<file path="src/rtl/io_bus_arbiter_pkg.sv">
// io_bus_arbiter_pkg: shared widths, IO register map and arbiter state encoding
package io_bus_arbiter_pkg;
   localparam int XLEN = 32;
   localparam int IO_MAP_WIDTH = 5;
   localparam logic [4:0] IO_CYCLE_CNT = 5'b00100;
   localparam logic [4:0] IO_INSTR_CNT = 5'b00101;
   localparam logic [4:0] IO_CNT_RST = 5'b00110;
   typedef enum logic [1:0] {IDLE = 2'd0, ACCESS = 2'd1, RESP = 2'd2} arb_state_t;
endpackage

</file>
<file path="src/rtl/io_bus_arbiter_rr_arb2.sv">
// rr_arb2: two-way round-robin pick, rr_ptr breaks ties
module rr_arb2 (
   input  logic [1:0] req,
   input  logic       rr_ptr,
   output logic       any,
   output logic       winner
);
   assign any = |req;
   assign winner = &req ? rr_ptr : req[1];
endmodule

</file>
<file path="src/rtl/io_bus_arbiter.sv">
// io_bus_arbiter: round-robin sharing of the IO target between two requesters, one access per grant
module io_bus_arbiter
   import io_bus_arbiter_pkg::*;
#(
   parameter int ADDR_W = IO_MAP_WIDTH,
   parameter int DATA_W = XLEN
) (
   input  logic              clk,
   input  logic              cpu_rst_n,
   input  logic              r0_req,
   input  logic [3:0]        r0_we,
   input  logic [ADDR_W-1:0] r0_adr,
   input  logic [DATA_W-1:0] r0_wdata,
   output logic              r0_gnt,
   output logic              r0_rvalid,
   output logic [DATA_W-1:0] r0_rdata,
   input  logic              r1_req,
   input  logic [3:0]        r1_we,
   input  logic [ADDR_W-1:0] r1_adr,
   input  logic [DATA_W-1:0] r1_wdata,
   output logic              r1_gnt,
   output logic              r1_rvalid,
   output logic [DATA_W-1:0] r1_rdata,
   output logic              io_en,
   output logic [3:0]        wea,
   output logic [ADDR_W-1:0] adr,
   output logic [DATA_W-1:0] wdata,
   input  logic [DATA_W-1:0] dout_io
);
   arb_state_t state;
   logic any, winner, rr_ptr, win_q;
   logic [DATA_W-1:0] rdata_q;
   rr_arb2 u_arb (.req({r1_req, r0_req}), .rr_ptr(rr_ptr), .any(any), .winner(winner));
   assign r0_rdata = r0_rvalid ? rdata_q : '0;
   assign r1_rdata = r1_rvalid ? rdata_q : '0;
   // Target outputs double as the latched transaction; they are zeroed outside ACCESS
   always_ff @(posedge clk or negedge cpu_rst_n)
      if (!cpu_rst_n) begin
         state <= IDLE;
         rr_ptr <= 1'b0;
         win_q <= 1'b0;
         rdata_q <= '0;
         r0_gnt <= 1'b0;
         r1_gnt <= 1'b0;
         r0_rvalid <= 1'b0;
         r1_rvalid <= 1'b0;
         io_en <= 1'b0;
         wea <= '0;
         adr <= '0;
         wdata <= '0;
      end else if (state == ACCESS) begin
         state <= RESP;
         rdata_q <= wea == 4'h0 ? dout_io : '0;
         r0_gnt <= 1'b0;
         r1_gnt <= 1'b0;
         r0_rvalid <= !win_q;
         r1_rvalid <= win_q;
         io_en <= 1'b0;
         wea <= '0;
         adr <= '0;
         wdata <= '0;
      end else begin
         state <= any ? ACCESS : IDLE;
         r0_rvalid <= 1'b0;
         r1_rvalid <= 1'b0;
         if (any) begin
            win_q <= winner;
            rr_ptr <= !winner;
            r0_gnt <= !winner;
            r1_gnt <= winner;
            io_en <= 1'b1;
            wea <= winner ? r1_we : r0_we;
            adr <= winner ? r1_adr : r0_adr;
            wdata <= winner ? r1_wdata : r0_wdata;
         end
      end
endmodule

</file>
<file path="config.mk">
export PLATFORM = sky130hd
export DESIGN_NAME = io_bus_arbiter
export DESIGN_NICKNAME = d
export VERILOG_FILES = /design/src/rtl/io_bus_arbiter_pkg.sv /design/src/rtl/io_bus_arbiter_rr_arb2.sv /design/src/rtl/io_bus_arbiter.sv
export SDC_FILE = /design/constraint.sdc
export NUM_CORES = 1
export LEC_CHECK = 0
export ABC_AREA = 1
export CAP_MARGIN = 20
export CORE_UTILIZATION = 44
export DETAILED_ROUTE_END_ITERATION = 7
export GPL_TIMING_DRIVEN = 0
export PLACE_DENSITY = 0.87
export RECOVER_POWER = 25
export SETUP_SLACK_MARGIN = 0.1
export SLEW_MARGIN = 20
export SYNTH_ARGS = -nofsm -noshare
export SYNTH_HDL_FRONTEND = slang
export SYNTH_SLANG_ARGS = --single-unit
</file>
<file path="constraint.sdc">
create_clock -name clk -period 3.4 [get_ports clk]
set_clock_uncertainty 0.1 [all_clocks]
set_input_delay 0.34 -clock clk [delete_from_list [all_inputs] [get_ports clk]]
set_output_delay 0.34 -clock clk [all_outputs]
set_load 0.05 [all_outputs]
</file>
==> results of run 1 <==
==> synth_stat cells <==
cell,count
nand2_1,257
inv_1,151
nand3_1,83
dfrtp_1,82
o21ai_0,29
clkbuf_1,16
buf_2,8
buf_4,5
buf_6,5
o21ai_1,5
nor2_1,4
buf_1,3
nand2_2,3
nor2_4,2
a21oi_1,1
and2_1,1
nor2_8,1
==> how the worst max path moves through the flow <==
| stage | end | slack, ns | startpoint | cells past startpoint |
|---|---|---|---|---|
| global route | r1_rdata[9] | 0.61 | r1_rvalid | 4 |
| CTS | r0_rdata[26] | 0.70 | r0_rvalid | 4 |
| detailed placement | r1_rdata[22] | 1.09 | r1_rvalid | 4 |
| global placement | rdata_q[18] | -1.09 | cpu_rst_n | 1 |
| floorplan | r0_rdata[10] | 1.59 | r0_rvalid | 3 |
| finish | r1_rdata[22] | 0.74 | r1_rvalid | 4 |
==> worst max-delay path: cells and delay by family (launching register included) <==
kind          cells  cell delay [ns]
buf+inv           3             1.27
flops             1             0.49
simple gates      1             0.13
==> flip-flops by register name (all words and copies together) (netlist names) <==
register	count
state	2
r0_gnt	1
io_en	1
adr	5
wdata	32
rr_ptr	1
rdata_q	32
r1_gnt	1
r0_rvalid	1
wea	4
r1_rvalid	1
win_q	1
==> cell families after synthesis <==
kind of cell	synth area share [%]
flops	46.0
simple gates	32.8
buf+inv	17.3
compound gates	3.93
==> layout make-up <==
class | instances | share of cell area (%)
clock buffers | 12 | 2.18
inverters | 151 | 7.96
plain buffers | 37 | 2.87
repair buffers | 228 | 32.2
flip-flops and latches | 82 | 28.8
clock inverters | 4 | 0.703
multi-input cells | 386 | 22.9
well taps | 133 | 2.34
==> routing by layer <==
metal | track usage (%) | part of all wire, % | vias to the layer above
met4 | 8.24 | 1.1 | 0
met1 | 28.1 | 41 | 2113
li1 | - | - | 2396
met3 | 7.25 | 9.5 | 14
met2 | 43.2 | 48 | 181
met5 | 0 | 0 | -
==> through the flow <==
stage               setup slack [ns]  instances  utilization [%]  instance area [um^2]
CTS                            0.702       1033             72.6                  7130
detailed placement              1.09       1016             70.4                  6920
global route                   0.610       1033             72.5                  7120
floorplan                       1.59        656                -                  4460
finish                         0.743       1033             72.5                  7120
global placement               -1.09       1015             70.2                  6890
==> power breakdown <==
group	internal [W]	total, W	switching [W]
Clock	0.000379	0.000719	0.000340
Sequential	0.00137	0.00167	0.000301
Combinational	0.000984	0.00305	0.00206
Total	0.00274	0.00544	0.00271
==> impl_metrics.env, run 1 <==
export IMPL_postRouteAntennaNets=0
export IMPL_final_cell_mix="nand2_1 (257), clkdlybuf4s50_1 (225), inv_1 (151)"
export IMPL_dpl_hpwl_um=9750
export IMPL_whs_path_depth=3
export IMPL_start_kind="register"
export IMPL_ys_seq_area_share_pct=46.0
export IMPL_io_pins=228
export IMPL_fillers=799
export IMPL_cts_tree="yes"
export IMPL_finalHoldViolCount=0
export IMPL_grt_usage_pct=24.4
export IMPL_cp_cell_sequence="clkbuf_1, nand2_1, inv_1, clkdlybuf4s50_1"
export IMPL_rsz0062_at_grt="false"
export IMPL_cts_sinks=82
export IMPL_synthCells=656
export IMPL_finalPower_w=0.00544
export IMPL_ff_latch_area_um2=2050
export IMPL_synth_area_leaders="dfrtp_1 (46%), nand2_1 (22%), inv_1 (13%)"
export IMPL_critPathArrivalTime_ns=2.22
export IMPL_multiInputGateArea_um2=1630
export IMPL_ys_ff_latch=82
export IMPL_area_growth_pct=59.5
export IMPL_drtPass1Iterations=4
export IMPL_rrSetupSlack_ns=1.68
export IMPL_antenna_found_initial=0
export IMPL_ctsResizeCount=0
export IMPL_fmax_mhz=376
export IMPL_powerDensity_nw_per_um2=764
export IMPL_hold_start="r1_req"
export IMPL_critPathMaxStageDelay_ns=0.79
export IMPL_holdPathEnd="io_en"
export IMPL_crit_type="register to output port"
export IMPL_cts_root_buf="clkbuf_8"
export IMPL_io_buffer_count=226
export IMPL_hold_class="primary input to register"
export IMPL_grt_max_degree=51
export IMPL_grt_pass1_vias=4359
export IMPL_drv_cap=1
export IMPL_core_area_um2=9820
export IMPL_violations="max-capacitance violations, max-slew violations"
export IMPL_cp_max_fo=10
export IMPL_path_clk_slew_ns=0.09
export IMPL_drc_errors=0
export IMPL_numCtsBuffers=9
export IMPL_ctsHoldBuffers=1
export IMPL_floorplan_initialDensity_pct=45.4
export IMPL_fin_crit_sh_pct=78.2
export IMPL_crit_path_end_kind="output port"
export IMPL_yosysWarnings=0
export IMPL_clk_path_buf_depth=2
export IMPL_gp_congestion=0.815
export IMPL_layout_drive_gt1_share_pct=4.22
export IMPL_wl_per_cell_um=12.2
export IMPL_finalMaxSlewViolations=33
export IMPL_syn_cell_area_um2=4460
export IMPL_htree_levels=3
export IMPL_r2r_end="rdata_q[26]"
export IMPL_synth_top_area_share_pct=46.0
export IMPL_cp_required_ns=2.96
export IMPL_layout_commonest_cell="nand2_1"
export IMPL_reg2reg_depth=4
export IMPL_num_antenna_cells=0
export IMPL_fin_crit_ns=2.66
export IMPL_grt_overflow=0
export IMPL_vias=4704
export IMPL_setup_viol=0
export IMPL_dieArea_um2=10500
export IMPL_num_nets_final=1013
export IMPL_timing_rr_start="state[1]"
export IMPL_totalWireLength_um=12600
export IMPL_syn_num_nets=774
export IMPL_relSlewSlack_pct=-26.7
export IMPL_clk_latency_ns=0.34
export IMPL_fp_row_count=36
export IMPL_cpMaxStageDelayCell="clkdlybuf4s50_1"
export IMPL_avgSynthCellArea_um2=6.80
export IMPL_synthDistinctLibCells=17
export IMPL_grt_pass1_wl_um=19800
export IMPL_routed_via_density=4.55
export IMPL_p_leak_nw=3.94
export IMPL_setup_tns_ns=0
export IMPL_die_h_um=103
export IMPL_worst_pin_slew_ns=1.90
export IMPL_holdWs_ns=0.302
export IMPL_synth_top_area_cell="dfrtp_1"
export IMPL_status="finished with violations"
export IMPL_die_w_um=103
export IMPL_peakVddDrop_uv=489
export IMPL_drt_iter0_markers=141
export IMPL_post_cts_buffers=0
Note: power is estimated with default switching activity, not from simulation.
==> run 2: changes to the inputs <==
--- a/config.mk
+++ b/config.mk
@@ -7,10 +7,10 @@
 export LEC_CHECK = 0
 export ABC_AREA = 1
 export CAP_MARGIN = 20
-export CORE_UTILIZATION = 44
+export CORE_UTILIZATION = 40
 export DETAILED_ROUTE_END_ITERATION = 7
 export GPL_TIMING_DRIVEN = 0
-export PLACE_DENSITY = 0.87
+export PLACE_DENSITY = 0.81
 export RECOVER_POWER = 25
 export SETUP_SLACK_MARGIN = 0.1
 export SLEW_MARGIN = 20
==> constraint.sdc (replaced) <==
create_clock -name clk -period 2.6 [get_ports clk]
set_clock_uncertainty 0.1 [all_clocks]
set_input_delay 0.26 -clock clk [delete_from_list [all_inputs] [get_ports clk]]
set_output_delay 0.26 -clock clk [all_outputs]
set_load 0.05 [all_outputs]
==> run 2 against run 1 <==
Against the previous run: the flow now finishes without violations; via count decreased by 0.38%; utilization down 6.9 points; critical path type unchanged; wire length is 2.0% higher; clock power grew 28%; design area about the same; combinational power rose by 29%; critical path depth stayed put; final cell count rose by 0.68%; register-to-register slack got worse by 0.84 ns; non-clock buffer count stayed put.
==> impl_metrics.env, run 2 (synthesis gave the netlist of run 1 again) <==
export IMPL_status="complete, no violations"
export IMPL_seqPwrFrac_pct=31.0
export IMPL_fin_crit_sh_pct=92.9
export IMPL_cts_tree="yes"
export IMPL_grt_overflow=0
export IMPL_dpl_cell_count=1023
export IMPL_stdcell_count=1040
export IMPL_fin_crit_ns=2.41
export IMPL_peakVddDrop_uv=619
export IMPL_num_nets_final=1013
export IMPL_crit_path_end_kind="output port"
export IMPL_drt_iter0_markers=251
export IMPL_grt_pass1_wl_um=20500
export IMPL_switching_share_pct=50.1
export IMPL_rsz0062_at_grt="false"
export IMPL_routed_via_density=4.51
export IMPL_clock_power_share_pct=13.1
export IMPL_num_antenna_cells=0
export IMPL_cp_max_fo=10
export IMPL_area_growth_pct=59.5
export IMPL_setup_viol=0
export IMPL_io_buffer_count=226
export IMPL_die_h_um=108
export IMPL_cts_root_buf="clkbuf_8"
export IMPL_critPathArrivalTime_ns=2.05
export IMPL_drc_errors=0
export IMPL_relSlewSlack_pct=29.8
export IMPL_dieArea_um2=11600
export IMPL_stdcell_area_um2=7110
export IMPL_grt_usage_pct=22.8
export IMPL_totalWireLength_um=12800
export IMPL_powerDensity_nw_per_um2=989
export IMPL_io_pins=228
export IMPL_fillers=983
export IMPL_fmax_mhz=414
export IMPL_worst_pin_slew_ns=1.05
export IMPL_start_kind="register"
export IMPL_fp_row_count=38
export IMPL_switchingPower_w=0.00353
export IMPL_r2r_end="rdata_q[23]"
export IMPL_post_cts_buffers=0
export IMPL_numCtsBuffers=9
export IMPL_grt_pass1_vias=4328
export IMPL_power_internal_w=0.00351
export IMPL_reg_largest_list="rdata_q: 32 flops, wdata: 32 flops, adr: 5 flops"
export IMPL_grt_max_degree=45
export IMPL_clk_path_buf_depth=2
export IMPL_antenna_found_initial=0
export IMPL_finalMaxSlewViolations=0
export IMPL_wl_per_cell_um=12.3
export IMPL_postRouteAntennaNets=0
export IMPL_comb_power_share_pct=55.9
export IMPL_floorplan_initialDensity_pct=41.2
export IMPL_drtPass1Iterations=4
export IMPL_gp_congestion=0.825
export IMPL_layout_drive_gt1_share_pct=4.56
export IMPL_core_area_um2=10800
export IMPL_setup_slack_ns=0.186
export IMPL_cp_required_ns=2.24
export IMPL_vias=4686
export IMPL_final_cell_mix="nand2_1 (257), clkdlybuf4s50_1 (179), inv_1 (151)"
export IMPL_die_w_um=108
export IMPL_cts_sinks=82
export IMPL_crit_type="register to output port"
export IMPL_hold_start="r1_req"
export IMPL_reg2reg_depth=5
export IMPL_finalPower_w=0.00703
export IMPL_layout_commonest_cell="nand2_1"
export IMPL_dpl_hpwl_um=9900
export IMPL_rrSetupSlack_ns=0.84
export IMPL_htree_levels=3
export IMPL_whs_path_depth=3
export IMPL_p_leak_nw=4.34
export IMPL_place_area_um2=6920
export IMPL_finalHoldViolCount=0
export IMPL_finish_utilization_pct=65.6
export IMPL_path_clk_slew_ns=0.08
export IMPL_drv_cap=0
export IMPL_hold_class="primary input to register"
export IMPL_post_place_ws_ns=0.381
export IMPL_timing_rr_start="state[0]"
export IMPL_clk_latency_ns=0.34
export IMPL_holdPathEnd="io_en"
run 2: changes by cell type in the layout (fill, tap and decap cells not counted), sizes merged:
cell,change
clkdlybuf4s50,-46
dlymetal6s2s,+12
bufinv,-1
dlygate4sd2,+34
clkinvlp,-2
clkbuf,+3
run 2: routing by layer:
metal | up-vias | wire, um | part of all wire (%) | GRT usage, %
li1 | 2392 | - | - | -
met1 | 2086 | 5270 | 41 | 27.1
met2 | 196 | 6200 | 48 | 39.7
met3 | 12 | 1180 | 9.2 | 5.99
met4 | 0 | 170 | 1.3 | 7.83
met5 | - | 0 | 0 | 0
run 2: worst max-delay path: stages, from the launching register on:
cell and delay [ns]:
dfrtp_1 0.47, clkbuf_2 0.29, nand2_1 0.10, inv_1 0.05, clkdlybuf4s50_1 0.79
run 2: final cells by class:
cell class | instances | area, um^2 | area share, %
flip-flops and latches | 82 | 2050 | 28.8
inverters | 151 | 567 | 7.97
clock buffers | 15 | 196 | 2.76
well taps | 140 | 175 | 2.46
repair buffers | 228 | 2280 | 32.1
plain buffers | 37 | 206 | 2.90
clock inverters | 1 | 5.00 | 0.0703
multi-input cells | 386 | 1630 | 22.9
run 2: repair_timing:
action	in CTS	in global routing
endpoints found under the hold margin	38	0
setup endpoints to repair	54	12
hold buffers	1	0
resized for setup	36	12
run 2: power by group through the flow:
stage	combinational, W	clock (W)	sequential [W]
2_1_floorplan	0.00164	0	0.00309
3_3_place_gp	0.00397	0	0.00218
3_5_place_dp	0.00403	0	0.00220
4_1_cts	0.00398	0.000945	0.00218
5_1_grt	0.00422	0.000995	0.00226
6_report	0.00393	0.000921	0.00218
run 2: worst max path at each step:
stage | startpoint | endpoint | slack [ns] | cells after the start
floorplan | r0_rvalid | r0_rdata[10] | 0.87 | 3
global placement | cpu_rst_n | rdata_q[15] | -1.86 | 1
detailed placement | r0_rvalid | r0_rdata[25] | 0.38 | 4
CTS | r1_rvalid | r1_rdata[7] | 0.10 | 4
global route | r1_rvalid | r1_rdata[23] | 0.10 | 4
finish | r0_rvalid | r0_rdata[25] | 0.19 | 4
run 2: per-stage QoR:
stage                     TNS, ns  hold slack [ns]
after floorplan                 0           -0.136
after global placement    -152.40            0.309
after detailed placement        0            0.182
after CTS                       0            0.207
after global routing            0            0.244
final                           0            0.222
==> run 3: changes to the inputs <==
--- a/config.mk
+++ b/config.mk
@@ -10,9 +10,9 @@
 export CORE_UTILIZATION = 40
 export DETAILED_ROUTE_END_ITERATION = 7
 export GPL_TIMING_DRIVEN = 0
+export HOLD_SLACK_MARGIN = 0.1
 export PLACE_DENSITY = 0.81
 export RECOVER_POWER = 25
-export SETUP_SLACK_MARGIN = 0.1
 export SLEW_MARGIN = 20
 export SYNTH_ARGS = -nofsm -noshare
 export SYNTH_HDL_FRONTEND = slang
==> run 3 against run 2 <==
Against the previous run: power rose by 0.70%; critical path depth did not move; worst hold slack got worse by 0.0053 ns; utilization rose by 0.47 points; first-iteration DRC count rose by 7.6%; die area did not move; maximum frequency fell by 4.2%.
==> impl_metrics.env, run 3 (synthesis gave the netlist of run 1 again) <==
export IMPL_finalHoldViolCount=0
export IMPL_grt_usage_pct=22.8
export IMPL_totalWireLength_um=12900
export IMPL_vias=4709
export IMPL_routed_via_density=4.53
export IMPL_fillers=953
export IMPL_fp_row_count=38
export IMPL_grt_overflow=0
export IMPL_clk_latency_ns=0.35
export IMPL_crit_path_end_kind="output port"
export IMPL_antenna_found_initial=0
export IMPL_clock_power_share_pct=13.0
export IMPL_power_internal_w=0.00355
export IMPL_die_w_um=108
export IMPL_wl_per_cell_um=12.4
export IMPL_cp_cell_sequence="clkbuf_1, nand2_1, inv_1, clkdlybuf4s50_1"
export IMPL_finalMaxSlewViolations=0
export IMPL_core_area_um2=10800
export IMPL_status="complete, no violations"
export IMPL_switchingPower_w=0.00353
export IMPL_grt_pass1_vias=4328
export IMPL_seqPwrFrac_pct=30.8
export IMPL_cts_root_buf="clkbuf_8"
export IMPL_crit_type="register to output port"
export IMPL_drc_errors=0
export IMPL_final_cell_mix="nand2_1 (257), clkdlybuf4s50_1 (201), inv_1 (151)"
export IMPL_finish_utilization_pct=66.1
export IMPL_cts_tree="yes"
export IMPL_area_growth_pct=60.6
export IMPL_layout_drive_gt1_share_pct=4.67
export IMPL_num_nets_final=1013
export IMPL_peakVddDrop_uv=619
export IMPL_setup_viol=0
export IMPL_powerDensity_nw_per_um2=989
export IMPL_holdWs_ns=0.216
export IMPL_clk_path_buf_depth=2
export IMPL_relSlewSlack_pct=33.9
export IMPL_setup_tns_ns=0
export IMPL_gp_congestion=0.825
export IMPL_htree_levels=3
export IMPL_hold_class="primary input to register"
export IMPL_drv_cap=0
export IMPL_cts_sinks=82
export IMPL_floorplan_initialDensity_pct=41.2
export IMPL_dieArea_um2=11600
export IMPL_grt_pass1_wl_um=20500
export IMPL_fin_crit_sh_pct=97.0
export IMPL_cp_required_ns=2.24
export IMPL_switching_share_pct=49.8
export IMPL_critPathArrivalTime_ns=2.16
export IMPL_io_pins=228
export IMPL_start_kind="register"
export IMPL_die_h_um=108
export IMPL_worst_pin_slew_ns=0.992
export IMPL_fmax_mhz=397
export IMPL_post_cts_buffers=0
export IMPL_cp_max_fo=10
export IMPL_drtPass1Iterations=4
export IMPL_rsz0062_at_grt="false"
export IMPL_critPathMaxStageDelay_ns=0.79
export IMPL_grt_max_degree=45
export IMPL_num_antenna_cells=0
export IMPL_critPathBufInv=3
export IMPL_p_leak_nw=4.39
export IMPL_fin_crit_ns=2.52
export IMPL_drt_iter0_markers=270
export IMPL_numCtsBuffers=9
export IMPL_cpMaxStageDelayCell="clkdlybuf4s50_1"
export IMPL_io_buffer_count=226
export IMPL_dpl_hpwl_um=9900
export IMPL_path_clk_slew_ns=0.08
export IMPL_reg_largest_list="rdata_q: 32 flops, wdata: 32 flops, adr: 5 flops"
export IMPL_layout_commonest_cell="nand2_1"
export IMPL_comb_power_share_pct=56.2
export IMPL_postRouteAntennaNets=0
export IMPL_crit_family="buffers and inverters"
## run 3: cell count changes in the layout (fill, tap and decap cells not counted)
cell / before / now
clkdlybuf4s50_1: 179 / 201
dlymetal6s2s_1: 12 / 24
clkbuf_1: 16 / 15
buf_2: 7 / 8
buf_16: 1 / 0
dlygate4sd2_1: 34 / 0
clkbuf_2: 3 / 4
## run 3: layer usage
| layer | wire length (um) | track usage (%) |
|---|---|---|
| met2 | 6150 | 39.7 |
| met1 | 5330 | 27.1 |
| met5 | 0 | 0 |
| met3 | 1170 | 5.93 |
| met4 | 224 | 7.83 |
## run 3: path summary, 6_finish.rpt
path,startpoint,to,slack [ns],depth (start not counted)
setup / recovery,r0_rvalid,r0_rdata[5],0.08,4
hold / removal,r1_req,io_en,0.22,3
setup reg to reg,state[0],rdata_q[23],0.84,5
hold reg to reg,win_q,r0_rvalid,0.33,1
max in group asynchronous,cpu_rst_n,rdata_q[19],0.37,3
min in group asynchronous,cpu_rst_n,wdata[20],0.51,2
## run 3: layout make-up
cell class | count | area [um^2] | share of cell area, %
well taps | 140 | 175 | 2.44
plain buffers | 37 | 208 | 2.90
clock inverters | 1 | 5.00 | 0.0698
clock buffers | 15 | 196 | 2.74
repair buffers | 228 | 2330 | 32.5
inverters | 151 | 567 | 7.91
multi-input cells | 386 | 1630 | 22.8
flip-flops and latches | 82 | 2050 | 28.6
## run 3: through the flow
stage          area (um^2)  instances  total power (W)  worst slack (ns)
5_1_grt               7170       1040          0.00752           0.00263
4_1_cts               7140       1040          0.00716           0.00433
6_report              7170       1040          0.00708            0.0790
3_3_place_gp          6900       1022          0.00616             -1.86
2_1_floorplan         4460        656          0.00472             0.868
3_5_place_dp          6920       1023          0.00622             0.381
## run 3: power by group through the flow
stage          combinational [W]  sequential, W  clock [W]
5_1_grt                  0.00427        0.00226   0.000995
2_1_floorplan            0.00164        0.00309          0
6_report                 0.00398        0.00218   0.000923
4_1_cts                  0.00404        0.00218   0.000945
3_3_place_gp             0.00397        0.00218          0
3_5_place_dp             0.00403        0.00220          0
## run 3: worst reg2reg max path: cells and delay by family (launching register included)
kind	cells	cell delay, ns
simple gates	2	0.56
flops	1	0.37
compound gates	1	0.19
buf+inv	2	0.47
## run 3: what timing repair did
item                       4_1_cts  5_1_grt
hold buffers                     1        0
cloned                           0        0
gates resized for setup          1       28
setup endpoints to repair        1       43
hold endpoints to repair        38        0
